## config.mk

```make
export PLATFORM = sky130hd
export DESIGN_NAME = spram_data_ctrl
export DESIGN_NICKNAME = d
export VERILOG_FILES = /design/src/rtl/spram_pkg.sv /design/src/rtl/spram_load_align.sv /design/src/rtl/spram_data_ctrl.sv
export SDC_FILE = /design/constraint.sdc
export NUM_CORES = 1
export LEC_CHECK = 0
export CAP_MARGIN = 20
export CELL_PAD_IN_SITES_DETAIL_PLACEMENT = 1
export CELL_PAD_IN_SITES_GLOBAL_PLACEMENT = 1
export CORE_UTILIZATION = 24
export DETAILED_ROUTE_END_ITERATION = 16
export PLACE_DENSITY_LB_ADDON = 0.1
export SLEW_MARGIN = 5
export SYNTH_ARGS = -nofsm -noshare
export SYNTH_HDL_FRONTEND = slang
export SYNTH_SLANG_ARGS = --single-unit
export TNS_END_PERCENT = 100
```

## constraint.sdc

```tcl
create_clock -name clk -period 2.4 [get_ports clk]
set_input_delay 0.24 -clock clk [delete_from_list [all_inputs] [get_ports clk]]
set_output_delay 0.24 -clock clk [all_outputs]
set_load 0.02 [all_outputs]
```

## src/rtl/spram_pkg.sv

```systemverilog
// Shared encodings for the SPRAM data-memory front end.
package spram_pkg;

    localparam int WORD_AW = 14;

    localparam logic [1:0] SIZE_B   = 2'b00;
    localparam logic [1:0] SIZE_H   = 2'b01;
    localparam logic [1:0] SIZE_W   = 2'b10;
    localparam logic [1:0] SIZE_RSV = 2'b11;

    typedef enum logic [1:0] {
        ST_ACTIVE = 2'd0,
        ST_SLEEP  = 2'd1,
        ST_WAKE   = 2'd2
    } state_e;

endpackage

```

## src/rtl/spram_load_align.sv

```systemverilog
// Picks the addressed byte/half out of a 32-bit SPRAM word and sign/zero-extends it.
module spram_load_align
    import spram_pkg::*;
(
    input  logic [31:0] data,
    input  logic [1:0]  off,
    input  logic [1:0]  size,
    input  logic        is_unsigned,
    output logic [31:0] rdata
);

    logic [7:0]  byte_v;
    logic [15:0] half_v;

    always_comb begin
        byte_v = data[{off, 3'b000} +: 8];
        half_v = off[1] ? data[31:16] : data[15:0];
        case (size)
            SIZE_B:  rdata = is_unsigned ? {24'b0, byte_v} : {{24{byte_v[7]}}, byte_v};
            SIZE_H:  rdata = is_unsigned ? {16'b0, half_v} : {{16{half_v[15]}}, half_v};
            default: rdata = data;
        endcase
    end

endmodule

```

## src/rtl/spram_data_ctrl.sv

```systemverilog
// Load/store front end for the 16K x 32 SPRAM: lane masks, load alignment and idle sleep control.
module spram_data_ctrl
    import spram_pkg::*;
#(
    parameter int IDLE_SLEEP  = 256,
    parameter int WAKE_CYCLES = 4
) (
    input  logic               clk,
    input  logic               rst,
    input  logic               req_valid,
    output logic               req_ready,
    input  logic               req_we,
    input  logic [1:0]         req_size,
    input  logic               req_unsigned,
    input  logic [15:0]        req_addr,
    input  logic [31:0]        req_wdata,
    output logic               rsp_valid,
    output logic [31:0]        rsp_rdata,
    output logic               rsp_err,
    output logic [WORD_AW-1:0] mem_addr,
    output logic [31:0]        mem_data_in,
    output logic [7:0]         mem_mask_wren,
    output logic               mem_wren,
    output logic               mem_chip_sel,
    output logic               mem_standby,
    output logic               mem_sleep,
    output logic               mem_poweroff,
    input  logic [31:0]        mem_data_out
);

    localparam int IW_RAW = $clog2(IDLE_SLEEP + 1);
    localparam int IW     = (IW_RAW < 1) ? 1 : IW_RAW;
    localparam int WW     = (WAKE_CYCLES > 1) ? $clog2(WAKE_CYCLES) : 1;
    localparam logic [IW-1:0] IDLE_LAST = IW'(IDLE_SLEEP - 1);
    localparam logic [IW-1:0] IDLE_MAX  = '1;
    localparam logic [WW-1:0] WAKE_LAST = WW'(WAKE_CYCLES - 1);

    state_e        state_q, state_d;
    logic [IW-1:0] idle_q, idle_d;
    logic [WW-1:0] wake_q, wake_d;
    logic          rsp_valid_q, rsp_valid_d;
    logic          rsp_err_q, rsp_err_d;
    logic          ld_q, ld_d;
    logic [1:0]    off_q, off_d;
    logic [1:0]    size_q, size_d;
    logic          uns_q, uns_d;

    logic          accept;
    logic          req_err;
    logic [7:0]    mask_raw;
    logic [31:0]   aligned;

    assign req_ready = (state_q == ST_ACTIVE);
    assign accept    = req_valid & req_ready;

    always_comb begin
        case (req_size)
            SIZE_B:  req_err = 1'b0;
            SIZE_H:  req_err = req_addr[0];
            SIZE_W:  req_err = |req_addr[1:0];
            default: req_err = 1'b1;
        endcase
    end

    // Misaligned and reserved-size requests are swallowed without touching the SPRAM.
    assign mem_chip_sel  = accept & ~req_err;
    assign mem_wren      = mem_chip_sel & req_we;
    assign mem_addr      = req_addr[15:2];
    assign mem_mask_wren = mem_wren ? mask_raw : 8'h00;
    assign mem_standby   = 1'b0;
    assign mem_poweroff  = 1'b1;
    assign mem_sleep     = (state_q == ST_SLEEP);

    always_comb begin
        mask_raw    = 8'h00;
        mem_data_in = req_wdata;
        case (req_size)
            SIZE_B: begin
                mask_raw[{req_addr[1:0], 1'b0} +: 2] = 2'b11;
                mem_data_in = {4{req_wdata[7:0]}};
            end
            SIZE_H: begin
                mask_raw    = req_addr[1] ? 8'hF0 : 8'h0F;
                mem_data_in = {2{req_wdata[15:0]}};
            end
            SIZE_W:  mask_raw = 8'hFF;
            default: mask_raw = 8'h00;
        endcase
    end

    always_comb begin
        state_d = state_q;
        idle_d  = idle_q;
        wake_d  = wake_q;
        case (state_q)
            ST_ACTIVE: begin
                if (accept) begin
                    idle_d = '0;
                end else begin
                    if (idle_q != IDLE_MAX) idle_d = idle_q + 1'b1;
                    if ((IDLE_SLEEP != 0) && (idle_q == IDLE_LAST)) begin
                        state_d = ST_SLEEP;
                        idle_d  = '0;
                    end
                end
            end
            ST_SLEEP: begin
                if (req_valid) begin
                    state_d = ST_WAKE;
                    wake_d  = '0;
                end
            end
            ST_WAKE: begin
                if (wake_q == WAKE_LAST) begin
                    state_d = ST_ACTIVE;
                    idle_d  = '0;
                end else begin
                    wake_d = wake_q + 1'b1;
                end
            end
            default: state_d = ST_ACTIVE;
        endcase
    end

    always_comb begin
        rsp_valid_d = accept;
        rsp_err_d   = accept & req_err;
        ld_d        = accept & ~req_err & ~req_we;
        off_d       = accept ? req_addr[1:0] : off_q;
        size_d      = accept ? req_size      : size_q;
        uns_d       = accept ? req_unsigned  : uns_q;
    end

    always_ff @(posedge clk or posedge rst) begin
        if (rst) begin
            state_q     <= ST_ACTIVE;
            idle_q      <= '0;
            wake_q      <= '0;
            rsp_valid_q <= 1'b0;
            rsp_err_q   <= 1'b0;
            ld_q        <= 1'b0;
            off_q       <= 2'b00;
            size_q      <= SIZE_B;
            uns_q       <= 1'b0;
        end else begin
            state_q     <= state_d;
            idle_q      <= idle_d;
            wake_q      <= wake_d;
            rsp_valid_q <= rsp_valid_d;
            rsp_err_q   <= rsp_err_d;
            ld_q        <= ld_d;
            off_q       <= off_d;
            size_q      <= size_d;
            uns_q       <= uns_d;
        end
    end

    spram_load_align u_align (
        .data        (mem_data_out),
        .off         (off_q),
        .size        (size_q),
        .is_unsigned (uns_q),
        .rdata       (aligned)
    );

    // Stores and errors report zero data; only a completed load exposes the SPRAM word.
    assign rsp_valid = rsp_valid_q;
    assign rsp_err   = rsp_err_q;
    assign rsp_rdata = ld_q ? aligned : 32'h0;

endmodule

```

# Word level (Yosys, flattened, before mapping)
# Index checks and enable logic that the tools add are counted.
# Widths: inputs -> output; s select.
# word_totals
reg_bits	21
output_inout_bits	94
# op_classes
shifts	3
bitwise	8
add_sub_neg	3
reduce_logical	9
n_eq_ne	14
n_mux	23
# op_table
cell	count
$pmux 32 s2	2
$mux 32	3
$mux 9	4
$shiftx 32x6->8	1
$pmux 8 s3	1
$pmux 9 s2	1
$mux 16	1
$mux 8	2
$mux 2	6
$add 9x1->9 const B	1
$eq 9x8->1 const B	1
$ne 9x9->1 const B	1
$and 8x8->8	1
$ne 2x2->1 const B	4
$shift 2x5->8 const A	1
$shiftx 2x5->8 const A	1
$eq 2x1->1 const B	3
$eq 2x2->1 const B	3
$logic_not 2->1	3
$pmux 2 s3	1
$reduce_and 3->1	2
$and 1x1->1	5
$neg 3->5	1
$ne 4x1->1 const B	1
other kinds (8)	10

# Longest topological paths before layout
# Gate-level depths: netlist of the first run.
# depth
word_depth	6
mapped_depth	6
ltp_nobuf	5

# Hierarchy
# From an unflattened synthesis of the first run, not the netlist that was laid out.
# hier_totals
cells_unflattened	343
hier_area_um2	2567.5
# by_module_without_submodules
mod	area_per_inst_um2	cells_each	seq_area_each_um2	instances
spram_data_ctrl	1873.0	221	525.5	1
spram_load_align	694.4	122	0.0	1

# Least setup slack after synthesis of the first run
# Ideal clock, no wire load.
# synth_timing
path_kind	register to output
startpoint	register state_q[0]
endpoint	output mem_mask_wren[1]
path_stages_with_launch	7
arrival_time_ns	2.674
setup_slack_ns	-0.514
path_cell_list	dfrtp_1 > clkbuf_1 > nor2_1 > and2_1 > nand2_1 > a2111oi_0 > buf_4
# synth_between
elab_chain_cells	5
# synth_rtl
item	line_no	text
start, declared	spram_data_ctrl.sv:38	state_e state_q, state_d;
start signal, assigned	spram_data_ctrl.sv:146	state_q <= state_d;
$logic_not 2->1	spram_data_ctrl.sv:53	assign req_ready = (state_q == ST_ACTIVE);
net req_ready	spram_data_ctrl.sv:11	output logic req_ready,
$and 1x1->1	spram_data_ctrl.sv:54	assign accept = req_valid & req_ready;
$and 1x1->1	spram_data_ctrl.sv:66	assign mem_chip_sel = accept & ~req_err;
$and 1x1->1	spram_data_ctrl.sv:67	assign mem_wren = mem_chip_sel & req_we;
$mux 8	spram_data_ctrl.sv:69	assign mem_mask_wren = mem_wren ? mask_raw : 8'h00;
end, declared	spram_data_ctrl.sv:22	output logic [7:0] mem_mask_wren,
# The timed path passes the listed nets, and every way through them passes these cells.

# Worst setup path after layout of the first run
# layout_timing
startpoint	register off_q[1]
endpoint	output rsp_rdata[8]
# layout_between
elab_chain_cells	4
elab_cells_between_ends	6
cone_classes	shift (1); mux (5)
# layout_rtl
item	line_no	text
start, declared	spram_data_ctrl.sv:44	logic [1:0] off_q, off_d;
start signal, assigned	spram_data_ctrl.sv:142	off_q <= 2'b00;
start signal, assigned	spram_data_ctrl.sv:152	off_q <= off_d;
$shiftx 32x6->8 or $mux 16 (tied branches)	spram_load_align.sv:16, spram_load_align.sv:17	
$mux 32, on equally long branches	spram_load_align.sv:19, spram_load_align.sv:20	
$pmux 32 s2 *	spram_load_align.sv:18	case (size)
$mux 32 *	spram_data_ctrl.sv:169	assign rsp_rdata = ld_q ? aligned : 32'h0;
end, declared	spram_data_ctrl.sv:18	output logic [31:0] rsp_rdata,
# Mark *: on every way between the ends. The rest lies on a longest branch, timed or not.

==> results of run 1 <==
## cell type report
cell class | count | area (um^2)
fillers | 1130 | 5350
repair buffers | 177 | 1660
multi-input cells | 212 | 1520
flip-flops and latches | 21 | 528
well taps | 129 | 161
clock buffers | 3 | 41.3
inverters | 5 | 18.8
clock inverters | 1 | 5.00
## logic make-up (layout without fill, tap and decap cells)
| family | after synthesis | count (layout) |
|---|---|---|
| compound gates | 84 | 84 |
| simple gates | 83 | 83 |
| buf+inv | 51 | 186 |
| mux | 40 | 40 |
| flops | 21 | 21 |
| fa+ha+maj | 2 | 2 |
| other cells | 2 | 2 |
| xor+xnor | 1 | 1 |
## power breakdown
group / total [mW] / switching, mW / internal (mW)
registers: 0.521 / 0.0891 / 0.432
logic: 1.35 / 0.692 / 0.654
clock network: 0.237 / 0.121 / 0.116
## per-stage QoR
step / setup TNS [ns] / cell area, um^2 / setup WS (ns)
2_1_floorplan: 0 / 2330 / 0.143
3_3_place_gp: -0.0410 / 3900 / -0.0152
3_5_place_dp: -0.536 / 3900 / -0.0430
4_1_cts: 0 / 3910 / 0.00439
5_1_grt: -0.0658 / 3940 / -0.0658
6_report: 0 / 3940 / 0.110
## flip-flops by register name (all words and copies together), names as in the netlist
name,count
state_q,2
rsp_valid,1
rsp_err,1
off_q,2
uns_q,1
wake_q,2
idle_q,9
ld_q,1
size_q,2
## critical path, stage by stage (launching register included)
cell	delay, ns
dfrtp_2	0.45
mux2_2	0.39
mux2_2	0.30
a21oi_2	0.14
buf_4	0.15
a21oi_1	0.06
clkdlybuf4s15_1	0.30
## cell usage in the layout (no fill, tap or decap), types with 5 or more instances in the layout
cell type / Yosys / final
o21ai_0: 17 / 17
nand2_1: 26 / 26
dlygate4sd2_1: 0 / 27
buf_4: 29 / 27
mux2_2: 25 / 25
nor3_1: 6 / 5
a21oi_1: 13 / 13
nor2_1: 17 / 17
mux2_1: 6 / 6
clkdlybuf4s50_1: 0 / 111
mux2i_1: 9 / 8
o21ai_1: 12 / 11
nand3_1: 5 / 5
a222oi_1: 7 / 7
dfrtp_1: 21 / 19
a21o_1: 17 / 17
nor2b_1: 10 / 9
## per-layer routing
| metal | up-vias | wire length (um) |
|---|---|---|
| met5 | - | 0 |
| met4 | 0 | 26 |
| met3 | 4 | 689 |
| met2 | 117 | 4370 |
| met1 | 1248 | 3480 |
| li1 | 1272 | - |
## worst min-delay path by stage
stage	cells after the start	from	to	slack, ns
2_1_floorplan	1	rst	idle_q[0]	0.22
3_3_place_gp	0	req_addr[13]	mem_addr[11]	0.48
3_5_place_dp	0	req_addr[13]	mem_addr[11]	0.48
4_1_cts	3	rst	state_q[0]	0.32
5_1_grt	3	rst	wake_q[0]	0.35
6_report	3	rst	idle_q[1]	0.31
## repair_timing
item / 4_1_cts / 5_1_grt
pin swaps: 0 / 1
endpoints found under the hold margin: 0 / 0
endpoints found under the setup margin: 43 / 26
setup buffers: 0 / 1
resized for setup: 39 / 20
hold buffers: 0 / 0
==> flow_metrics.env, run 1 <==
export IMPL_cts_path_max_buffers=2
export IMPL_whs_ns=0.314
export IMPL_portBuffers=150
export IMPL_power_leakage_nw=1.92
export IMPL_start_util_pct=25.0
export IMPL_synth_distinct_cells=47
export IMPL_worst_setup_path_type="flip-flop to output pin"
export IMPL_worstPathMaxFanout=7
export IMPL_antenna_found_initial=0
export IMPL_grt_max_degree=26
export IMPL_postLayoutCoreUtil_pct=42.4
export IMPL_drc=0
export IMPL_syn_area_mm2=0.00232
export IMPL_num_io_pins=181
export IMPL_hold_class="input pin to async pin"
export IMPL_synth_fa_ha_area_share_pct=1.08
export IMPL_synthToLayoutAreaGrowth_pct=69.5
export IMPL_cp_required_ns=2.16
export IMPL_core_mm2=0.00928
export IMPL_skew_ns=0.00261
export IMPL_start_kind="flip-flop"
export IMPL_cts_sinks=21
export IMPL_drv_slew=0
export IMPL_cts_root_buf="clkbuf_8"
export IMPL_globalRouteOverflowTotal=0
export IMPL_setup_viol=0
export IMPL_fp_dieW_um=100
export IMPL_grt_pass1_wl_mm=13.7
export IMPL_min_period_ns=2.29
export IMPL_rsz0062_at_grt="true"
export IMPL_async_reset_ff_share_pct=100
export IMPL_yosysMostFrequentCell="buf_4"
export IMPL_drive_gt1_share_pct=18.1
export IMPL_drtPass1Iterations=5
export IMPL_yosysTopAreaCellShare_pct=22.6
export IMPL_clkLatencyLatePin_ns=0.26
export IMPL_dieArea_mm2=0.0101
export IMPL_via_count=2641
export IMPL_syn_avg_cell_area_um2=8.17
export IMPL_synth_flop_cell="dfrtp_1"
export IMPL_wl_mm=8.56
export IMPL_yosysSeqAreaShare_pct=22.6
export IMPL_synth_area_leader_cell="dfrtp_1"
export IMPL_viasPerCell=4.82
export IMPL_startpoint="off_q[1]"
export IMPL_powerDensity_mw_per_mm2=535
export IMPL_synth_area_top_cells="dfrtp_1, mux2_2, buf_4"
export IMPL_post_place_cells=543
export IMPL_cts_tree="built"
export IMPL_syn_nets=373
export IMPL_synth_compound_area_share_pct=24.7
export IMPL_ir_drop_mv=0.216
export IMPL_synth_top_family_by_area="compound AO/OA/AOI/OAI gates"
export IMPL_cp_end_kind="output pin"
export IMPL_synth_common_cells="buf_4, nand2_1, mux2_2"
export IMPL_grt_busiest_layer="met2"
export IMPL_gr_usage_met1_pct=20.0
export IMPL_path_clk_slew_ns=0.08
export IMPL_grt_pass1_vias=2785
export IMPL_dp_hpwl_mm=6.98
export IMPL_die_height_um=100
export IMPL_nets=509
export IMPL_arrival_ns=2.05
export IMPL_numCtsBuffers=3
export IMPL_status="finished, final reports clean"
export IMPL_wire_per_inst_um=15.6
export IMPL_fmax_ghz=0.437
export IMPL_num_antenna_cells=0
export IMPL_ys_seq_elements=21
export IMPL_finalHoldViolations=0
export IMPL_synth_edf_count=0
export IMPL_timing_rr_end="idle_q[4]"
export IMPL_fin_crit_sh_pct=95.4
export IMPL_ys_warn_count=0
export IMPL_ctsHtreeMaxLevel=1
export IMPL_cap_violations=0
export IMPL_p_total_mw=2.10
export IMPL_grt_util_met3_pct=4.11
export IMPL_reg2reg_slack_ns=0.54
export IMPL_synth_cells=284
export IMPL_synth_xor_area_share_pct=0.377
export IMPL_ant_nets=0
export IMPL_endpoint="rsp_rdata[8]"
export IMPL_instances_no_fill=548
export IMPL_met2_usage_pct=31.1
export IMPL_yosys_area_share_simple_pct=18.8
export IMPL_r2r_cells=5
export IMPL_synth_area_mux_share_pct=18.9
export IMPL_drt_initial_drc_count=71
export IMPL_r2r_start="state_q[1]"
export IMPL_track_usage_pct=16.8
export IMPL_gp_congestion=0.726
export IMPL_num_rows=35
No activity file was read; power rests on OpenSTA's default activity.
==> run 2, diff against run 1 <==
--- a/config.mk
+++ b/config.mk
@@ -5,12 +5,14 @@
 export SDC_FILE = /design/constraint.sdc
 export NUM_CORES = 1
 export LEC_CHECK = 0
+export ABC_AREA = 1
 export CAP_MARGIN = 20
 export CELL_PAD_IN_SITES_DETAIL_PLACEMENT = 1
 export CELL_PAD_IN_SITES_GLOBAL_PLACEMENT = 1
-export CORE_UTILIZATION = 24
+export CORE_UTILIZATION = 23
 export DETAILED_ROUTE_END_ITERATION = 16
 export PLACE_DENSITY_LB_ADDON = 0.1
+export SKIP_CTS_REPAIR_TIMING = 1
 export SLEW_MARGIN = 5
 export SYNTH_ARGS = -nofsm -noshare
 export SYNTH_HDL_FRONTEND = slang
==> constraint.sdc (replaced) <==
create_clock -name clk -period 2.4 [get_ports clk]
set_input_delay 0.48 -clock clk [delete_from_list [all_inputs] [get_ports clk]]
set_output_delay 0.48 -clock clk [all_outputs]
set_load 0.02 [all_outputs]
==> run 2 against run 1 <==
Compared with the run above: the run now ends with setup timing left; global-route usage rose by 0.34 points; core utilization shrank 1.2 points; critical path depth unchanged; sequential power shrank 3%; die area is 8.6% higher; critical endpoint is now mem_mask_wren[5]; largest power group unchanged.
==> flow_metrics.env, run 2 <==
export IMPL_wire_per_inst_um=13.7
export IMPL_via_count=3129
export IMPL_antenna_found_initial=0
export IMPL_num_antenna_cells=0
export IMPL_ant_nets=0
export IMPL_largest_register_ffs=9
export IMPL_drtPass1Iterations=4
export IMPL_synth_cells=417
export IMPL_violations="setup timing"
export IMPL_worst_setup_path_type="input pin to output pin"
export IMPL_mostFrequentLayoutCells="nand2_1, clkdlybuf4s50_1, inv_1"
export IMPL_instances_no_fill=701
export IMPL_p_total_mw=2.39
export IMPL_num_io_pins=181
export IMPL_synth_area_leader_cell="nand2_1"
export IMPL_num_rows=37
export IMPL_core_mm2=0.0103
export IMPL_syn_nets=506
export IMPL_dp_hpwl_mm=7.32
export IMPL_final_common_cell="nand2_1"
export IMPL_hold_class="flip-flop to flip-flop"
export IMPL_ys_warn_count=0
export IMPL_fin_crit_sh_pct=101
export IMPL_syn_area_mm2=0.00242
export IMPL_drive_gt1_share_pct=17.3
export IMPL_reg2reg_slack_ns=0.60
export IMPL_yosysSeqAreaShare_pct=21.7
export IMPL_regArea_um2=527
export IMPL_post_place_cells=694
export IMPL_arrival_ns=1.94
export IMPL_ctsHtreeMaxLevel=1
export IMPL_synth_common_cells="nand2_1, inv_1, nor2_1"
export IMPL_viasPerCell=4.46
export IMPL_synth_flop_cell="dfrtp_1"
export IMPL_status="finished with violations"
export IMPL_synth_edf_count=0
export IMPL_grt_max_degree=34
export IMPL_yosysMostFrequentCell="nand2_1"
export IMPL_rsz0062_at_grt="true"
export IMPL_skew_ns=0.00172
export IMPL_timing_rr_end="idle_q[7]"
export IMPL_power_leakage_nw=2.59
export IMPL_synth_distinct_cells=34
export IMPL_path_clk_slew_ns=0.08
export IMPL_numCtsBuffers=3
export IMPL_cts_tree="built"
export IMPL_grt_pass1_vias=3276
export IMPL_finalHoldViolations=0
export IMPL_start_util_pct=23.5
export IMPL_postLayoutCoreUtil_pct=41.2
export IMPL_globalRouteOverflowTotal=0
export IMPL_fp_dieW_um=105
export IMPL_hp_start="state_q[1]"
export IMPL_powerDensity_mw_per_mm2=566
export IMPL_nets=655
export IMPL_cp_end_kind="output pin"
export IMPL_wl_mm=9.64
export IMPL_synthToLayoutAreaGrowth_pct=74.9
export IMPL_yosysTopAreaCellShare_pct=22.5
export IMPL_startpoint="req_addr[0]"
export IMPL_dieArea_mm2=0.0109
export IMPL_drv_slew=0
export IMPL_fill_cells=1338
export IMPL_setup_ws_ns=-0.0179
export IMPL_min_period_ns=2.42
export IMPL_r2r_cells=10
export IMPL_drt_initial_drc_count=77
export IMPL_hold_depth=1
export IMPL_die_height_um=105
export IMPL_multi_input_area_mm2=0.00153
export IMPL_cp_required_ns=1.92
export IMPL_drc=0
export IMPL_clkLatencyLatePin_ns=0.26
export IMPL_portBuffers=150
export IMPL_cts_path_max_buffers=2
export IMPL_start_kind="input pin"
export IMPL_ir_drop_mv=0.215
export IMPL_async_reset_ff_share_pct=100
export IMPL_fmax_ghz=0.414
export IMPL_gp_congestion=0.768
export IMPL_syn_avg_cell_area_um2=5.80
export IMPL_worstPathMaxFanout=5
export IMPL_track_usage_pct=17.2
export IMPL_place_ws_ns=-0.575
export IMPL_min_to="state_q[0]"
export IMPL_cts_sinks=21
export IMPL_grt_pass1_wl_mm=15.7
export IMPL_largest_register="idle_q"
export IMPL_setup_viol=4
export IMPL_r2r_start="state_q[0]"
export IMPL_synth_area_top_cells="nand2_1, dfrtp_1, buf_4"
export IMPL_cts_root_buf="clkbuf_8"
export IMPL_cap_violations=0
export IMPL_ys_seq_elements=21
run 2: changes by cell type after synthesis, moves of 6 or more:
| cell | change |
|---|---|
| o221ai_1 | +8 |
| o21ai_0 | +9 |
| nor2b_1 | -10 |
| a21o_1 | -17 |
| mux2_2 | -25 |
| mux2_1 | -6 |
| nor2_1 | +30 |
| inv_1 | +44 |
| nand2_1 | +119 |
| nor2_2 | +11 |
| mux2i_1 | -9 |
| nand3_1 | +11 |
| o21ai_1 | -11 |
| a222oi_1 | -7 |
run 2: worst max-delay path by stage:
stage	end
global route	mem_mask_wren[4]
global placement	mem_mask_wren[5]
finish	mem_mask_wren[5]
detailed placement	mem_mask_wren[5]
CTS	mem_mask_wren[5]
floorplan	mem_mask_wren[1]
run 2: worst max-delay path, stage by stage:
cell	delay [ns]
clkdlybuf4s50_1	0.43
or2_2	0.33
o221ai_4	0.19
nand3_4	0.14
nor2_1	0.16
clkbuf_2	0.19
run 2: where the power goes:
group	switching (mW)	internal (mW)	leakage, nW	total, mW
registers	0.0703	0.436	0.275	0.507
logic	0.965	0.682	2.29	1.65
clock network	0.123	0.118	0.0228	0.241
run 2: cells by family after synthesis:
family,count (synthesis),synth area share (%)
simple gates,240,42.2
flops,21,21.7
buf+inv,92,19.2
xor+xnor,4,1.45
other cells,2,0.310
fa+ha+maj,2,1.03
compound gates,56,14.1
run 2: layout make-up:
class	instances	share of cell area [%]
clock buffer	4	1.06
timing repair buffer	184	41.8
inverter	51	4.52
multi-input combinational	305	36.2
sequential	21	12.4
tap	136	4.02
run 2: routing by layer:
layer | routed length (um) | share of wire [%] | track usage [%]
met5 | 0 | 0 | 0
met4 | 32 | 0.33 | 1.71
met3 | 638 | 6.6 | 3.99
met2 | 4560 | 47 | 30.3
met1 | 4400 | 46 | 21.9
run 2: per-stage QoR:
stage	TNS, ns	hold WS [ns]	instance area, um^2
finish	-0.0677	0.493	4230
global route	-0.751	0.515	4230
CTS	-24.38	0.485	4100
detailed placement	-23.80	0.474	4060
global placement	-22.18	0.473	4060
floorplan	0	0.449	2420
